### src/rtl/commutation_pkg.sv
// Shared types, sector table and step arithmetic for the six-step commutation sequencer.
package commutation_pkg;

  typedef enum logic [1:0] {
    ST_IDLE  = 2'b00,
    ST_RUN   = 2'b01,
    ST_BRAKE = 2'b10,
    ST_FAULT = 2'b11
  } state_t;

  // Encoding is {high, low} so an applied leg maps straight onto the gate pair.
  typedef enum logic [1:0] {
    LEG_OFF  = 2'b00,
    LEG_LOW  = 2'b01,
    LEG_HIGH = 2'b10
  } leg_t;

  localparam logic [0:5][5:0] SECTOR_LUT = {
    6'b001100, 6'b010100, 6'b010001, 6'b100001, 6'b100010, 6'b001010
  };

  localparam logic [5:0] BRAKE_PATTERN = 6'b000111;

  function automatic logic [2:0] step_inc(input logic [2:0] s);
    return (s >= 3'd5) ? 3'd0 : s + 3'd1;
  endfunction

  function automatic logic [2:0] step_dec(input logic [2:0] s);
    return (s == 3'd0 || s > 3'd5) ? 3'd5 : s - 3'd1;
  endfunction

  function automatic leg_t phase_leg(input logic [5:0] pattern, input logic [1:0] phase);
    if (pattern[3'(phase) + 3'd3]) return LEG_HIGH;
    if (pattern[3'(phase)])        return LEG_LOW;
    return LEG_OFF;
  endfunction

endpackage

### src/rtl/phase_deadtime.sv
// One bridge phase: applies the commanded leg, inserting K_DEADTIME off cycles on high<->low swaps.
module phase_deadtime
  import commutation_pkg::*;
#(
  parameter int K_DEADTIME = 4
) (
  input  logic i_clk,
  input  logic i_rst_n,
  input  leg_t i_leg_cmd,
  output logic o_high,
  output logic o_low
);

  localparam int CW = (K_DEADTIME > 0) ? $clog2(K_DEADTIME + 1) : 1;
  localparam logic [CW-1:0] DT_LOAD = CW'(K_DEADTIME);

  leg_t          cmd;
  leg_t          applied_q;
  leg_t          orig_q;
  logic [CW-1:0] cnt_q;

  assign cmd = (i_leg_cmd == LEG_HIGH || i_leg_cmd == LEG_LOW) ? i_leg_cmd : LEG_OFF;

  // While counting, orig_q remembers the departed leg so a return to it aborts the gap.
  always_ff @(posedge i_clk or negedge i_rst_n) begin
    if (!i_rst_n) begin
      applied_q <= LEG_OFF;
      orig_q    <= LEG_OFF;
      cnt_q     <= '0;
    end else if (cnt_q != '0) begin
      if (cmd == orig_q) begin
        applied_q <= orig_q;
        cnt_q     <= '0;
      end else if (cmd == LEG_OFF) begin
        applied_q <= LEG_OFF;
        cnt_q     <= '0;
      end else begin
        cnt_q <= cnt_q - CW'(1);
        if (cnt_q == CW'(1)) applied_q <= cmd;
      end
    end else if ((K_DEADTIME > 0) && (applied_q != LEG_OFF) &&
                 (cmd != LEG_OFF) && (cmd != applied_q)) begin
      orig_q    <= applied_q;
      applied_q <= LEG_OFF;
      cnt_q     <= DT_LOAD;
    end else begin
      applied_q <= cmd;
    end
  end

  assign {o_high, o_low} = applied_q;

endmodule

### src/rtl/commutation_sequencer.sv
// Six-step BLDC commutation sequencer: encoder sector tracking, run/brake/idle FSM, dead time.
// Optional stall watchdog enabled by defining STALL_DETECT_EN.
module commutation_sequencer
  import commutation_pkg::*;
#(
  parameter int K_NSUBSTEPS    = 10,
  parameter int K_DEADTIME     = 4,
  parameter int K_STALL_CYCLES = 1000000
) (
  input  logic                               i_clk,
  input  logic                               i_rst_n,
  input  logic                               i_enable,
  input  logic                               i_brake,
  input  logic                               i_direction,
  input  logic                               i_step_trigger,
  input  logic                               i_step_dir,
  input  logic                               i_polarity_rev,
  input  logic [2:0]                         i_force_step_value,
  input  logic                               i_force_step_trigger,
  input  logic [$clog2(K_NSUBSTEPS+1)-1:0]   i_power,
  output logic [5:0]                         o_pattern,
  output logic [2:0]                         o_step,
  output logic [$clog2(K_NSUBSTEPS)-1:0]     o_substep,
  output logic                               o_commutate,
  output logic [1:0]                         o_state,
  output logic                               o_fault
);

  localparam int PW = $clog2(K_NSUBSTEPS + 1);
  localparam int SW = $clog2(K_NSUBSTEPS);
  localparam logic [SW-1:0] SUB_MAX = SW'(K_NSUBSTEPS - 1);

  if (K_NSUBSTEPS < 2 || K_DEADTIME < 0 || K_STALL_CYCLES < 1) begin : g_bad_config
    $error("commutation_sequencer: invalid parameter set");
  end

  logic [2:0]    step_q;
  logic [SW-1:0] substep_q;
  logic          commutate_q;
  state_t        state_q;
  logic          fault_q;
  logic          stall_hit;
  logic          tick_up;
  logic          force_valid;
  logic [2:0]    drive_step;
  logic          high_en;
  logic [5:0]    cmd_pattern;
  logic [2:0]    gate_high;
  logic [2:0]    gate_low;

  assign tick_up     = ~(i_step_dir ^ i_polarity_rev);
  assign force_valid = i_force_step_trigger && (i_force_step_value <= 3'd5);

  // Position tracking runs regardless of FSM state; a valid force swallows a same-cycle tick.
  always_ff @(posedge i_clk or negedge i_rst_n) begin
    if (!i_rst_n) begin
      step_q      <= 3'd5;
      substep_q   <= '0;
      commutate_q <= 1'b0;
    end else begin
      commutate_q <= 1'b0;
      if (force_valid) begin
        step_q    <= i_force_step_value;
        substep_q <= '0;
      end else if (i_step_trigger) begin
        if (tick_up) begin
          if (substep_q == SUB_MAX) begin
            substep_q   <= '0;
            step_q      <= step_inc(step_q);
            commutate_q <= 1'b1;
          end else begin
            substep_q <= substep_q + SW'(1);
          end
        end else begin
          if (substep_q == '0) begin
            substep_q   <= SUB_MAX;
            step_q      <= step_dec(step_q);
            commutate_q <= 1'b1;
          end else begin
            substep_q <= substep_q - SW'(1);
          end
        end
      end
    end
  end

`ifdef STALL_DETECT_EN
  localparam int WW = $clog2(K_STALL_CYCLES + 1);
  localparam logic [WW-1:0] WDOG_LAST = WW'(K_STALL_CYCLES - 1);

  logic [WW-1:0] wdog_q;
  logic          run_entry;

  assign run_entry = i_enable && !i_brake && (state_q == ST_IDLE || state_q == ST_BRAKE);
  assign stall_hit = (state_q == ST_RUN) && !i_step_trigger && (wdog_q == WDOG_LAST);

  always_ff @(posedge i_clk or negedge i_rst_n) begin
    if (!i_rst_n) begin
      wdog_q <= '0;
    end else if (i_step_trigger || run_entry) begin
      wdog_q <= '0;
    end else if (state_q == ST_RUN && wdog_q != WDOG_LAST) begin
      wdog_q <= wdog_q + WW'(1);
    end
  end
`else
  assign stall_hit = 1'b0;
`endif

  // Losing enable overrides everything, including a latched fault.
  always_ff @(posedge i_clk or negedge i_rst_n) begin
    if (!i_rst_n) begin
      state_q <= ST_IDLE;
      fault_q <= 1'b0;
    end else if (!i_enable) begin
      state_q <= ST_IDLE;
      fault_q <= 1'b0;
    end else begin
      case (state_q)
        ST_IDLE, ST_BRAKE: state_q <= i_brake ? ST_BRAKE : ST_RUN;
        ST_RUN: begin
          if (stall_hit) begin
            state_q <= ST_FAULT;
            fault_q <= 1'b1;
          end else if (i_brake) begin
            state_q <= ST_BRAKE;
          end
        end
        ST_FAULT: state_q <= ST_FAULT;
        default:  state_q <= ST_IDLE;
      endcase
    end
  end

  always_comb begin
    drive_step  = i_direction ? step_dec(step_q) : step_inc(step_q);
    high_en     = (i_power > PW'(substep_q));
    cmd_pattern = '0;
    case (state_q)
      ST_RUN: begin
        cmd_pattern = SECTOR_LUT[drive_step];
        if (!high_en) cmd_pattern[5:3] = 3'b000;
      end
      ST_BRAKE: cmd_pattern = BRAKE_PATTERN;
      default:  cmd_pattern = '0;
    endcase
  end

  for (genvar p = 0; p < 3; p++) begin : g_phase
    phase_deadtime #(
      .K_DEADTIME(K_DEADTIME)
    ) u_deadtime (
      .i_clk     (i_clk),
      .i_rst_n   (i_rst_n),
      .i_leg_cmd (phase_leg(cmd_pattern, 2'(p))),
      .o_high    (gate_high[p]),
      .o_low     (gate_low[p])
    );
  end

  assign o_pattern   = {gate_high, gate_low};
  assign o_step      = step_q;
  assign o_substep   = substep_q;
  assign o_commutate = commutate_q;
  assign o_state     = state_q;
  assign o_fault     = fault_q;

endmodule

### config.mk
export PLATFORM = sky130hd
export DESIGN_NAME = commutation_sequencer
export DESIGN_NICKNAME = d
export VERILOG_FILES = /design/src/rtl/commutation_pkg.sv /design/src/rtl/phase_deadtime.sv /design/src/rtl/commutation_sequencer.sv
export SDC_FILE = /design/constraint.sdc
export NUM_CORES = 1
export LEC_CHECK = 0
export BUFFER_PORTS_ARGS = -buffer_cell sky130_fd_sc_hd__buf_4
export CAP_MARGIN = 30
export CORE_MARGIN = 1.5
export CORE_UTILIZATION = 25
export DETAILED_ROUTE_END_ITERATION = 6
export SKIP_LAST_GASP = 1
export SYNTH_ARGS = -nofsm -noshare
export SYNTH_HDL_FRONTEND = slang
export SYNTH_HIERARCHICAL = 1
export SYNTH_SLANG_ARGS = --single-unit
### constraint.sdc
create_clock -name i_clk -period 4.4 [get_ports i_clk]
set_input_delay 0 -clock i_clk [delete_from_list [all_inputs] [get_ports i_clk]]
set_output_delay 0 -clock i_clk [all_outputs]
set_load 0.005 [all_outputs]
== After elaboration in Yosys (flattened, before gate mapping) ==
Memory sizes are Yosys's and may differ from the RTL's.
Index checks and enable logic that the tools add are counted.
Storage, ports and cells
  register bits: 31
  memory bits (read-only): 48
  bits of input ports: 16
  output and inout bits: 17
  logic and storage cells: 168
  memories: 1
Memories
  (name not given): depth 8, width 6, read ports 1, clocked after memory_dff 0, wr ports 0, RTL line commutation_sequencer.sv:141  | cmd_pattern = SECTOR_LUT[drive_step];
Cells by class
  add/sub/neg operators: 7
  order comparisons: 5
  eq/ne operators: 24
  mux-type cells: 77
  bitwise gates (word level): 5
  reductions and logical operators: 36
Operator list (count)
  $mux W2: 33
  $mux W3: 21
  $mux W4: 5
  $reduce_bool A2 Y1: 10
  $mux W1: 14
  $mux W6: 2
  $ne A4 B4 Y1 const B: 3
  $pmux W6 S2: 1
  $reduce_bool A3 Y1: 4
  $sub A3 B1 Y3 const B: 4
  $eq A2 B2 Y1 const B: 5
  $eq A3 B1 Y1 const B: 3
  $eq A2 B1 Y1 const B: 4
  $logic_not A2 Y1: 4
  $logic_and A1 B1 Y1: 7
  $eq A2 B2 Y1: 3
  $ne A2 B2 Y1: 3
  $pmux W2 S3: 1
  $reduce_and A2 Y1: 3
  $add A4 B1 Y4 const B: 1
  $eq A4 B4 Y1 const B: 1
  $ge A4 B4 Y1 const B: 1
  $gt A4 B4 Y1: 1
  $logic_not A4 Y1: 1
  other kinds (14): 19

== Logic depth before layout (Yosys ltp) ==
Gate-level depths: netlist of run 1.
  depth in word-level cells: 22
  mapped depth: 14
  depth with buffers taken out: 14

== Modules after synthesis ==
Netlist of run 1, hierarchy kept.
By module, submodules not included
  phase_deadtime: instances 3, cells each 45, area an instance 437.9 um^2
  commutation_sequencer: instances 1, cells each 152, area an instance 1258.7 um^2

== Worst setup path after synthesis of run 1 ==
OpenSTA, ideal clock, no wires.
  path kind: flip-flop to flip-flop
  start point: reg step_q[0], in the netlist o_step[0]
  end point: reg g_phase[0].u_deadtime.orig_q[0]
  setup time: 0.128 ns
  arrival time: 3.327 ns
  data required time: 4.272 ns
  path slack: 0.945 ns
  cell stages (with the launch flop): 14
  period minus slack after synthesis: 3.455 ns
  cell sequence: dfstp_2 > ha_1 > nor2_1 > or2_4 > a221oi_4 > mux2_2 > o22a_1 > a211oi_1 > inv_1 > ha_1 > inv_1 > nand2_1 > a21oi_2 > mux2_1
On the way
  cells in the longest elaborated chain, start to end: 20
  elaborated cells between the ends (all ways): 30
  classes of those cells: add/sub (2); order compare (2); eq/ne (3); mux (14); bitwise (1); reduce/logical (7); memory (1)
RTL lines
  start: declaration: RTL line commutation_sequencer.sv:37  | logic [2:0] step_q;
  start signal: assignment: RTL line commutation_sequencer.sv:63  | step_q <= i_force_step_value;
  start signal: assignment: RTL line commutation_sequencer.sv:69  | step_q <= step_inc(step_q);
  start signal: assignment: RTL line commutation_sequencer.sv:77  | step_q <= step_dec(step_q);
  $gt A3 B3 Y1 / $logic_not A3 Y1 (equally long branches): RTL line commutation_pkg.sv:29  | return (s == 3'd0 || s > 3'd5) ? 3'd5 : s - 3'd1;
  $logic_or A1 B1 Y1: RTL line commutation_pkg.sv:29
  $mux W3: RTL line commutation_pkg.sv:29
  $mux W3 (*): RTL line commutation_sequencer.sv:136  | drive_step = i_direction ? step_dec(step_q) : step_inc(step_q);
  $not A3 Y4 (implied by the code) (*): RTL line commutation_sequencer.sv:141
  $mem_v2 Z8 W6 (*)
  $mux W6 (implied by the code) (*) (2 in a row): RTL line commutation_sequencer.sv:141
  $pmux W6 S2 (*): RTL line commutation_sequencer.sv:139  | case (state_q)
  (+3 left out)
  $mux W2 (*): RTL line commutation_pkg.sv:34  | if (pattern[3'(phase)]) return LEG_LOW;
  $eq A2 B2 Y1 / $eq A2 B1 Y1 (equally long branches): RTL line phase_deadtime.sv:22  | assign cmd = (i_leg_cmd == LEG_HIGH || i_leg_cmd == LEG_LOW) ? i_leg_cmd : LEG_OFF;
  $logic_or A1 B1 Y1: RTL line phase_deadtime.sv:22
  $mux W2 (*): RTL line phase_deadtime.sv:22
  $reduce_bool A2 Y1: RTL line phase_deadtime.sv:42  | (cmd != LEG_OFF) && (cmd != applied_q)) begin
  $logic_and A1 B1 Y1: RTL line phase_deadtime.sv:41  | end else if ((K_DEADTIME > 0) && (applied_q != LEG_OFF) &&
  $logic_and A1 B1 Y1 (*): RTL line phase_deadtime.sv:42
  $reduce_and A2 Y1 (no source line) (*)
  end signal: assignment: RTL line phase_deadtime.sv:43  | orig_q <= applied_q;
  end: declaration: RTL line phase_deadtime.sv:19  | leg_t orig_q;
Every way passes the cells marked *; elsewhere a longest branch is shown, timed or not. The select of a mux whose other input is x is not followed.
A chain may end at the register's enable or synchronous reset.

== Final worst setup path of run 1 ==
Same ends and word-level chain as after synthesis.

==> results of run 1 <==
tightest hold or removal path, delay by kind of cell:
family | cells | cell delay, ns
compound gates | 1 | 0.06
buf+inv | 1 | 0.08
simple gates | 1 | 0.16
cells by family after synthesis:
kind of cell    count (synthesis)  share of synthesized area (%)
compound gates                 86                           23.3
flops                          31                           30.3
fa+ha+maj                      29                           14.1
simple gates                   72                           14.1
xor+xnor                       14                           5.35
buf+inv                        39                           6.32
other cells                     1                          0.146
mux                            15                           6.37
cell type report:
| type | count | area, um^2 | area share [%] |
|---|---|---|---|
| multi-input combinational | 217 | 1630 | 52.5 |
| sequential | 31 | 778 | 25.1 |
| inverter | 33 | 124 | 3.99 |
| timing repair buffer | 38 | 303 | 9.75 |
| clock inverter | 1 | 7.51 | 0.242 |
| tap | 133 | 166 | 5.36 |
| clock buffer | 7 | 96.3 | 3.10 |
state kept, by name (all words and copies together), names as in the netlist:
name / cells
g_phase.u_deadtime/cnt_q: 9
g_phase.u_deadtime/applied_q: 6
g_phase.u_deadtime/orig_q: 6
o_substep: 4
o_step: 3
o_state: 2
o_commutate: 1
worst paths after layout:
check	from	endpoint	slack (ns)
worst max-delay path	o_step[0]	g_phase[0].u_deadtime/orig_q[0]	0.69
worst min-delay path	i_brake	o_state[0]	0.05
worst max register to register	o_step[0]	g_phase[0].u_deadtime/orig_q[0]	0.69
worst min register to register	g_phase[2].u_deadtime/orig_q[1]	g_phase[2].u_deadtime/orig_q[1]	0.51
max in group asynchronous	i_rst_n	o_step[0]	3.89
min in group asynchronous	i_rst_n	g_phase[0].u_deadtime/cnt_q[1]	0.18
metrics by stage:
step           setup WS, ns  utilization (%)  cells  hold WS [ns]
6_report              0.689             31.5    460        0.0497
4_1_cts               0.664             31.5    460        0.0399
2_1_floorplan         0.945                -    287        -0.296
3_5_place_dp          0.676             29.7    445       -0.0335
3_3_place_gp          0.770             29.7    445       -0.0307
5_1_grt               0.365             31.5    460        0.0349
cell usage after synthesis (2+ instances only):
cell and instances:
nor3b_2 2, o21ai_1 6, inv_1 33, o31ai_1 8, dfrtp_1 29, o211a_1 4
mux2_1 6, o21ai_0 13, nor2b_1 8, nand2_1 25, and2_1 2, nand3_1 2
and2b_2 3, mux2_2 5, a221oi_1 2, a211oi_1 3, xnor2_1 5, ha_1 29
o21a_1 3, o21bai_1 7, a21oi_1 14, o211ai_1 4, nor4_1 2, xor2_1 7
mux2i_1 4, a21oi_2 3, nor3_1 4, a31oi_1 2, nor2_1 18, dfstp_2 2
o22ai_1 8, buf_4 2, clkbuf_1 2
power by group through the flow:
stage          sequential (uW)  clock [uW]  combinational [uW]
3_3_place_gp               393           0                 521
6_report                   389         253                 536
4_1_cts                    390         261                 542
3_5_place_dp               395           0                 531
5_1_grt                    399         275                 611
2_1_floorplan              378           0                 414
per-layer routing:
| metal | global-route usage (%) | vias to the layer above |
|---|---|---|
| met5 | 0 | - |
| met4 | 3.47 | 0 |
| met3 | 2.38 | 12 |
| met2 | 17.9 | 36 |
| met1 | 12.0 | 983 |
| li1 | - | 1080 |
==> impl_metrics.py, run 1 <==
metrics = {
    "grt": {
        "antenna_found_initial": 0,
        "grt_pass1_wl_um": 9190,
        "grt_max_degree": 32,
        "grt.total_usage_pct": 10.1,
        "grt_pass1_vias": 2051,
        "grt_overflow": 0,
    },
    "floorplanning": {
        "initial_core_util_pct": 26.1,
        "dieArea_um2": 10900,
        "dieHeight_um": 104,
        "ios": 33,
        "die_w_um": 104,
        "coreArea_um2": 9860,
        "rows": 36,
    },
    "setup_path": {
        "worstPathMaxFanout": 9,
        "setup.worst_path.class": "reg2reg",
        "worstPathArrival_ns": 3.88,
        "worstPathRequired_ns": 4.57,
        "crit_top_cell": "ha_1",
        "critPathMaxStageDelay_ns": 0.61,
        "rr_worst_depth": 13,
        "slowest_stage": "dfstp_2",
        "cp.depth": 13,
        "cp_top_family": "compound AO/OA/AOI/OAI gates",
        "cp.buffers_inverters": 1,
        "crit_path_end_kind": "flop",
        "crit_path_cell_trace": "ha_1 > nor2_1 > or2_4 > a221oi_4 > mux2_2 > o22a_1 > a211oi_1 > inv_1 > ha_1 > nor2b_1 > o21ai_1 > a21oi_2 > mux2_1",
        "start_kind": "flop",
    },
    "synth": {
        "netlist_instances": 287,
        "synth-main-ff-cell": "dfrtp_1",
        "synth_edf_count": 0,
        "synth_fp_nets": 332,
        "ys_seq_area_share_pct": 30.3,
        "yosys-top-cells-area": "dfrtp_1 (28%), ha_1 (14%), inv_1 (4.8%), nand2_1 (3.6%), a21oi_1 (2.7%)",
        "yosysWarnings": 6,
        "netlist_area_um2": 2570,
        "ys_seq_elements": 31,
        "avgSynthCellArea_um2": 8.96,
        "synthArstFlopShare_pct": 100,
        "synth.distinct_cells": 53,
        "synth_top_cell_by_area": "dfrtp_1",
        "yosysTopAreaCellShare_pct": 28.2,
    },
    "placed_design": {
        "place_congestion": 0.847,
        "portBuffers": 31,
        "dp_hpwl_um": 4100,
        "postPlaceCellArea_um2": 2930,
    },
    "clocking": {
        "cts-root-buf": "clkbuf_8",
        "postCtsHoldBufs": 7,
        "clkSinkCount": 31,
        "clock_latency_ns": 0.29,
        "cts_setup_buffers": 0,
        "cts_tree": "built",
        "clkSlewWorstSetupHoldPaths_ns": 0.07,
        "cts_resized": 0,
        "clock_path_buffers": 2,
        "cts-htree-levels": 2,
        "cts_made_buffers": 5,
    },
    "route": {
        "drcViolationCount": 0,
        "wl_per_cell_um": 11.4,
        "ant_nets": 0,
        "wl_um": 5220,
        "firstDrtPassIters": 4,
        "maxUsedRoutingLayer": "met4",
        "vias": 2111,
        "wl_met2_um": 2550,
        "via_per_inst": 4.59,
        "met1_length_um": 2420,
        "drtIter0Drc": 114,
        "dr_wl_met3_um": 154,
    },
    "run_status": {
        "outcome": "finished clean",
    },
    "layout": {
        "mostFrequentLayoutCell": "inv_1",
        "area_delta_synth_final_pct": 20.8,
        "nets": 371,
        "drive_gt1_share_pct": 19.3,
        "n_fill_cell": 1033,
        "antenna_cells": 0,
        "final_cell_mix": "inv_1 (33), buf_4 (31), ha_1 (29), dfrtp_1 (29), nand2_1 (25)",
        "fin_area_um2": 3110,
    },
    "timing": {
        "rsz0062_at_grt": "false",
        "timing.final.crit_share_pct": 84.4,
        "finalClockSkew_ns": 0.00369,
        "period_needed_ns": 3.71,
        "tightest_slew_ns": 0.698,
        "drv_slew": 0,
        "slew_headroom_pct": 53.4,
        "final-hold-violation-count": 0,
        "fmax_ghz": 0.269,
        "tns_ns": 0,
        "setup_viol": 0,
    },
    "worst_hold_path": {
        "hold_path_class": "in2reg",
        "min_path_cells": 3,
    },
    "pwr": {
        "p_seq_share_pct": 33.0,
        "ir_drop_mv": 0.133,
        "comb_power_share_pct": 45.5,
        "power_uw": 1180,
        "internal_power_uw": 726,
        "sw_frac_of_total_pct": 38.4,
        "clock_power_share_pct": 21.4,
        "p_leak_uw": 0.00146,
        "p_per_area_nw_per_um2": 379,
        "power_switching_uw": 452,
    },
    "job": {
        "drv_cap": 0,
    },
}
Power figures use the tool's default switching activity.
==> run 2, diff against run 1 <==
==> constraint.sdc (replaced) <==
create_clock -name i_clk -period 3.8 [get_ports i_clk]
set_input_delay 0 -clock i_clk [delete_from_list [all_inputs] [get_ports i_clk]]
set_output_delay 0 -clock i_clk [all_outputs]
set_load 0.005 [all_outputs]
==> impl_metrics.py, run 2 (same netlist as run 1, synthesis figures left out) <==
metrics = {
    "run_status": {
        "outcome": "finished clean",
    },
    "pwr": {
        "power_uw": 1390,
        "p_per_area_nw_per_um2": 440,
        "ir_drop_mv": 0.161,
        "p_leak_uw": 0.00149,
    },
    "clocking": {
        "clkSinkCount": 31,
        "cts_made_buffers": 5,
        "cts-htree-levels": 2,
        "clkSlewWorstSetupHoldPaths_ns": 0.07,
        "clock_latency_ns": 0.28,
        "cts_tree": "built",
        "clock_path_buffers": 2,
        "cts-root-buf": "clkbuf_8",
    },
    "timing": {
        "tns_ns": 0,
        "setup_viol": 0,
        "period_needed_ns": 3.58,
        "timing.final.crit_share_pct": 94.2,
        "finalClockSkew_ns": 0.00609,
        "fin_ws_ns": 0.221,
        "tightest_slew_ns": 0.716,
        "fmax_ghz": 0.279,
        "slew_headroom_pct": 52.2,
        "holdWs_ns": 0.194,
        "drv_slew": 0,
        "final-hold-violation-count": 0,
    },
    "floorplanning": {
        "dieArea_um2": 10900,
        "dieHeight_um": 104,
        "rows": 36,
        "initial_core_util_pct": 26.1,
        "die_w_um": 104,
        "ios": 33,
        "coreArea_um2": 9860,
    },
    "setup_path": {
        "crit_path_end_kind": "flop",
        "worstPathArrival_ns": 3.74,
        "rr_worst_depth": 14,
        "crit_end": "g_phase[2].u_deadtime/orig_q[1]",
        "setup.worst_path.class": "reg2reg",
        "cp-startpoint": "o_step[0]",
        "reg2reg_slack_ns": 0.22,
        "start_kind": "flop",
        "r2r_start": "o_step[0]",
        "rr_endpoint": "g_phase[2].u_deadtime/orig_q[1]",
        "worstPathRequired_ns": 3.96,
        "worstPathMaxFanout": 9,
    },
    "grt": {
        "grt_overflow": 0,
        "antenna_found_initial": 0,
        "grt_max_degree": 32,
        "grt.total_usage_pct": 10.1,
        "grt_pass1_wl_um": 9250,
        "grt_pass1_vias": 2129,
    },
    "worst_hold_path": {
        "hold_path_class": "in2async",
    },
    "route": {
        "ant_nets": 0,
        "firstDrtPassIters": 4,
        "via_per_inst": 4.57,
        "vias": 2129,
        "drcViolationCount": 0,
        "wl_um": 5260,
        "drtIter0Drc": 69,
        "wl_per_cell_um": 11.3,
    },
    "layout": {
        "biggestRegsByFlops": "g_phase.u_deadtime/cnt_q x9, g_phase.u_deadtime/applied_q x6, g_phase.u_deadtime/orig_q x6",
        "regMostFlops": "g_phase.u_deadtime/cnt_q",
        "multi_input_area_um2": 1650,
        "ff_latch_area_um2": 778,
        "antenna_cells": 0,
        "mostFrequentLayoutCell": "buf_4",
        "final_cell_mix": "buf_4 (37), inv_1 (33), ha_1 (29), dfrtp_1 (29), nand2_1 (25)",
        "area_delta_synth_final_pct": 23.2,
        "drive_gt1_share_pct": 21.6,
        "largest_reg_flops": 9,
        "nets": 377,
        "n_fill_cell": 1003,
    },
    "placed_design": {
        "dp_slack_ns": 0.0583,
        "place_congestion": 0.858,
        "dp_hpwl_um": 4140,
        "portBuffers": 31,
    },
    "job": {
        "drv_cap": 0,
    },
}
run 2: how the worst min path moves through the flow:
stage | startpoint | end | slack [ns] | cells after the start
global placement | i_rst_n | g_phase[0].u_deadtime/applied_q[1] | -0.03 | 1
floorplan | i_rst_n | g_phase[0].u_deadtime/applied_q[0] | -0.30 | 0
CTS | i_rst_n | g_phase[0].u_deadtime/cnt_q[1] | 0.20 | 2
global route | i_rst_n | g_phase[0].u_deadtime/cnt_q[1] | 0.22 | 2
detailed placement | i_rst_n | g_phase[0].u_deadtime/applied_q[1] | -0.03 | 1
finish | i_rst_n | g_phase[0].u_deadtime/cnt_q[1] | 0.19 | 2
run 2: where the power goes:
| part | switching, uW | internal [uW] | total [uW] |
|---|---|---|---|
| Combinational | 343 | 313 | 656 |
| Sequential | 63.9 | 385 | 449 |
| Clock | 124 | 165 | 288 |
run 2: stage by stage:
| stage | instances | utilization [%] | instance area [um^2] |
|---|---|---|---|
| after global routing | 466 | 32.1 | 3170 |
| after global placement | 447 | 29.9 | 2950 |
| after CTS | 462 | 31.6 | 3120 |
| after floorplan | 287 | - | 2570 |
| after detailed placement | 447 | 29.9 | 2950 |
| final | 466 | 32.1 | 3170 |
run 2: area by class of cell:
cell class              instances  share of cell area, %
multi-input cells             217                   52.0
clock inverters                 1                  0.237
well taps                     133                   5.25
clock buffers                   7                   3.04
inverters                      33                   3.91
repair buffers                 44                   11.0
flip-flops and latches         31                   24.6
run 2: timing repair:
item                                   4_1_cts  5_1_grt
gates resized for setup                      0        3
hold buffers                                 7        0
endpoints found under the hold margin       37        0
buffers inserted                             0        4
setup endpoints to repair                    0       11
run 2: critical path, stage by stage, from the launching register on:
cell      delay (ns)
dfstp_2         0.62
ha_1            0.25
nor2_1          0.08
or2_4           0.24
a221oi_4        0.32
buf_4           0.18
nor3_1          0.04
a211o_1         0.29
a221oi_2        0.32
inv_1           0.09
ha_1            0.33
inv_1           0.08
nand2_1         0.06
a21oi_2         0.22
mux2_1          0.36
run 2: layer usage:
layer,GRT usage [%],routed length [um]
met1,11.8,2430
met2,18.5,2670
met3,1.50,138
met4,3.47,23
met5,0,0
==> run 3, diff against run 2 <==
--- a/config.mk
+++ b/config.mk
@@ -8,8 +8,9 @@
 export BUFFER_PORTS_ARGS = -buffer_cell sky130_fd_sc_hd__buf_4
 export CAP_MARGIN = 30
 export CORE_MARGIN = 1.5
-export CORE_UTILIZATION = 25
+export CORE_UTILIZATION = 55
 export DETAILED_ROUTE_END_ITERATION = 6
+export PLACE_DENSITY = 0.76
 export SKIP_LAST_GASP = 1
 export SYNTH_ARGS = -nofsm -noshare
 export SYNTH_HDL_FRONTEND = slang
==> impl_metrics.py, run 3 (same netlist as run 1, synthesis figures left out) <==
metrics = {
    "timing": {
        "finalClockSkew_ns": 0.00563,
        "tightest_slew_ns": 0.770,
        "final-hold-violation-count": 0,
        "drv_slew": 0,
        "fmax_ghz": 0.275,
        "setup_viol": 0,
        "slew_headroom_pct": 48.6,
        "timing.final.crit_share_pct": 95.7,
        "period_needed_ns": 3.64,
        "holdWs_ns": 0.184,
        "rsz0062_at_grt": "true",
    },
    "grt": {
        "grt.total_usage_pct": 22.2,
        "grt_overflow": 0,
        "antenna_found_initial": 0,
        "grt_max_degree": 32,
        "grt_pass1_wl_um": 9150,
        "grt_pass1_vias": 2102,
    },
    "clocking": {
        "clock_latency_ns": 0.29,
        "clkSlewWorstSetupHoldPaths_ns": 0.06,
        "cts_made_buffers": 5,
        "clkSinkCount": 31,
        "cts-root-buf": "clkbuf_8",
        "cts_tree": "built",
        "cts-htree-levels": 2,
        "clock_path_buffers": 2,
    },
    "run_status": {
        "outcome": "finished clean",
    },
    "floorplanning": {
        "rows": 24,
        "die_w_um": 71.4,
        "dieHeight_um": 71.4,
        "initial_core_util_pct": 58.3,
        "dieArea_um2": 5100,
        "coreArea_um2": 4410,
        "ios": 33,
    },
    "setup_path": {
        "worstPathArrival_ns": 3.80,
        "worstPathMaxFanout": 7,
        "crit_path_end_kind": "flop",
        "r2r_start": "o_step[0]",
        "cp-startpoint": "o_step[0]",
        "start_kind": "flop",
        "worstPathRequired_ns": 3.96,
        "setup.worst_path.class": "reg2reg",
    },
    "placed_design": {
        "postPlaceCellArea_um2": 2840,
        "dp_hpwl_um": 3820,
        "portBuffers": 31,
        "place_congestion": 0.892,
    },
    "pwr": {
        "power_uw": 1380,
        "p_leak_uw": 0.00148,
        "ir_drop_mv": 0.272,
        "p_per_area_nw_per_um2": 449,
    },
    "route": {
        "wl_um": 5270,
        "vias": 2170,
        "drcViolationCount": 0,
        "via_per_inst": 5.67,
        "drtIter0Drc": 55,
        "wl_per_cell_um": 13.8,
        "firstDrtPassIters": 4,
        "ant_nets": 0,
    },
    "layout": {
        "drive_gt1_share_pct": 23.3,
        "fin_area_um2": 3060,
        "regMostFlops": "g_phase.u_deadtime/cnt_q",
        "biggestRegsByFlops": "g_phase.u_deadtime/cnt_q x9, g_phase.u_deadtime/applied_q x6, g_phase.u_deadtime/orig_q x6",
        "largest_reg_flops": 9,
        "antenna_cells": 0,
        "nets": 376,
        "mostFrequentLayoutCell": "buf_4",
        "n_fill_cell": 358,
        "postLayoutCoreUtil_pct": 69.4,
        "final_cell_mix": "buf_4 (35), inv_1 (31), dfrtp_1 (28)",
        "area_delta_synth_final_pct": 19.1,
    },
    "job": {
        "drv_cap": 0,
    },
    "worst_hold_path": {
        "hold_path_class": "in2async",
    },
}
run 3: cell count changes in the layout (fill, tap and decap cells not counted), moves of 2 or more:
cell | previous run | this run
ha_1 | 29 | 27
buf_4 | 37 | 35
inv_1 | 33 | 31
inv_2 | 0 | 2
run 3: worst paths after layout:
path | end | slack, ns | cells past startpoint
worst max-delay path | g_phase[2].u_deadtime/orig_q[1] | 0.16 | 14
min in group i_clk | o_substep[2] | 0.22 | 3
worst max register to register | g_phase[2].u_deadtime/orig_q[1] | 0.16 | 14
max in group asynchronous | o_step[2] | 3.29 | 2
worst min-delay path | g_phase[2].u_deadtime/cnt_q[0] | 0.18 | 2
worst min register to register | g_phase[1].u_deadtime/orig_q[0] | 0.51 | 1
run 3: layer usage:
metal  up-vias  wire length (um)  GRT usage [%]
met5         -                 0              0
li1       1095                 -              -
met4         0                75           8.18
met1      1035              2410           27.5
met3         9               165           5.20
met2        31              2620           37.7
run 3: worst max-delay path, cell delays in order, from the launching register on:
cell,delay (ns)
dfstp_2,0.63
ha_4,0.19
nor2_1,0.05
or2_4,0.24
a221oi_4,0.41
buf_4,0.19
mux2i_1,0.18
a21oi_1,0.13
a221oi_2,0.34
inv_1,0.08
ha_1,0.33
inv_1,0.09
nand2_1,0.06
a21oi_2,0.23
mux2_1,0.36
run 3: what timing repair did:
action                     in CTS  in global routing
setup buffers                   0                  4
gates resized for setup         0                 11
hold buffers                    7                  0
hold endpoints to repair       37                  0
setup endpoints to repair       0                 16
run 3: report_power, final:
part	internal (uW)	leakage (uW)	switching, uW	total [uW]
clock	142	0.0000470	125	267
combinational	311	0.00102	345	656
sequential	386	0.000415	67.2	453
run 3: layout make-up:
class	count	area, um^2	area share (%)
clock inverter	1	5.00	0.163
clock buffer	6	82.6	2.69
timing repair buffer	43	338	11.0
sequential	31	779	25.4
inverter	33	124	4.04
multi-input combinational	217	1670	54.5
tap	52	65.1	2.12
run 3: per-stage QoR:
stage	setup WS, ns	cells	setup TNS [ns]
final	0.163	383	0
after global routing	-0.0543	383	-0.133
after CTS	0.0162	379	0
after detailed placement	0.0519	365	0
after global placement	0.168	365	0
after floorplan	0.345	287	0
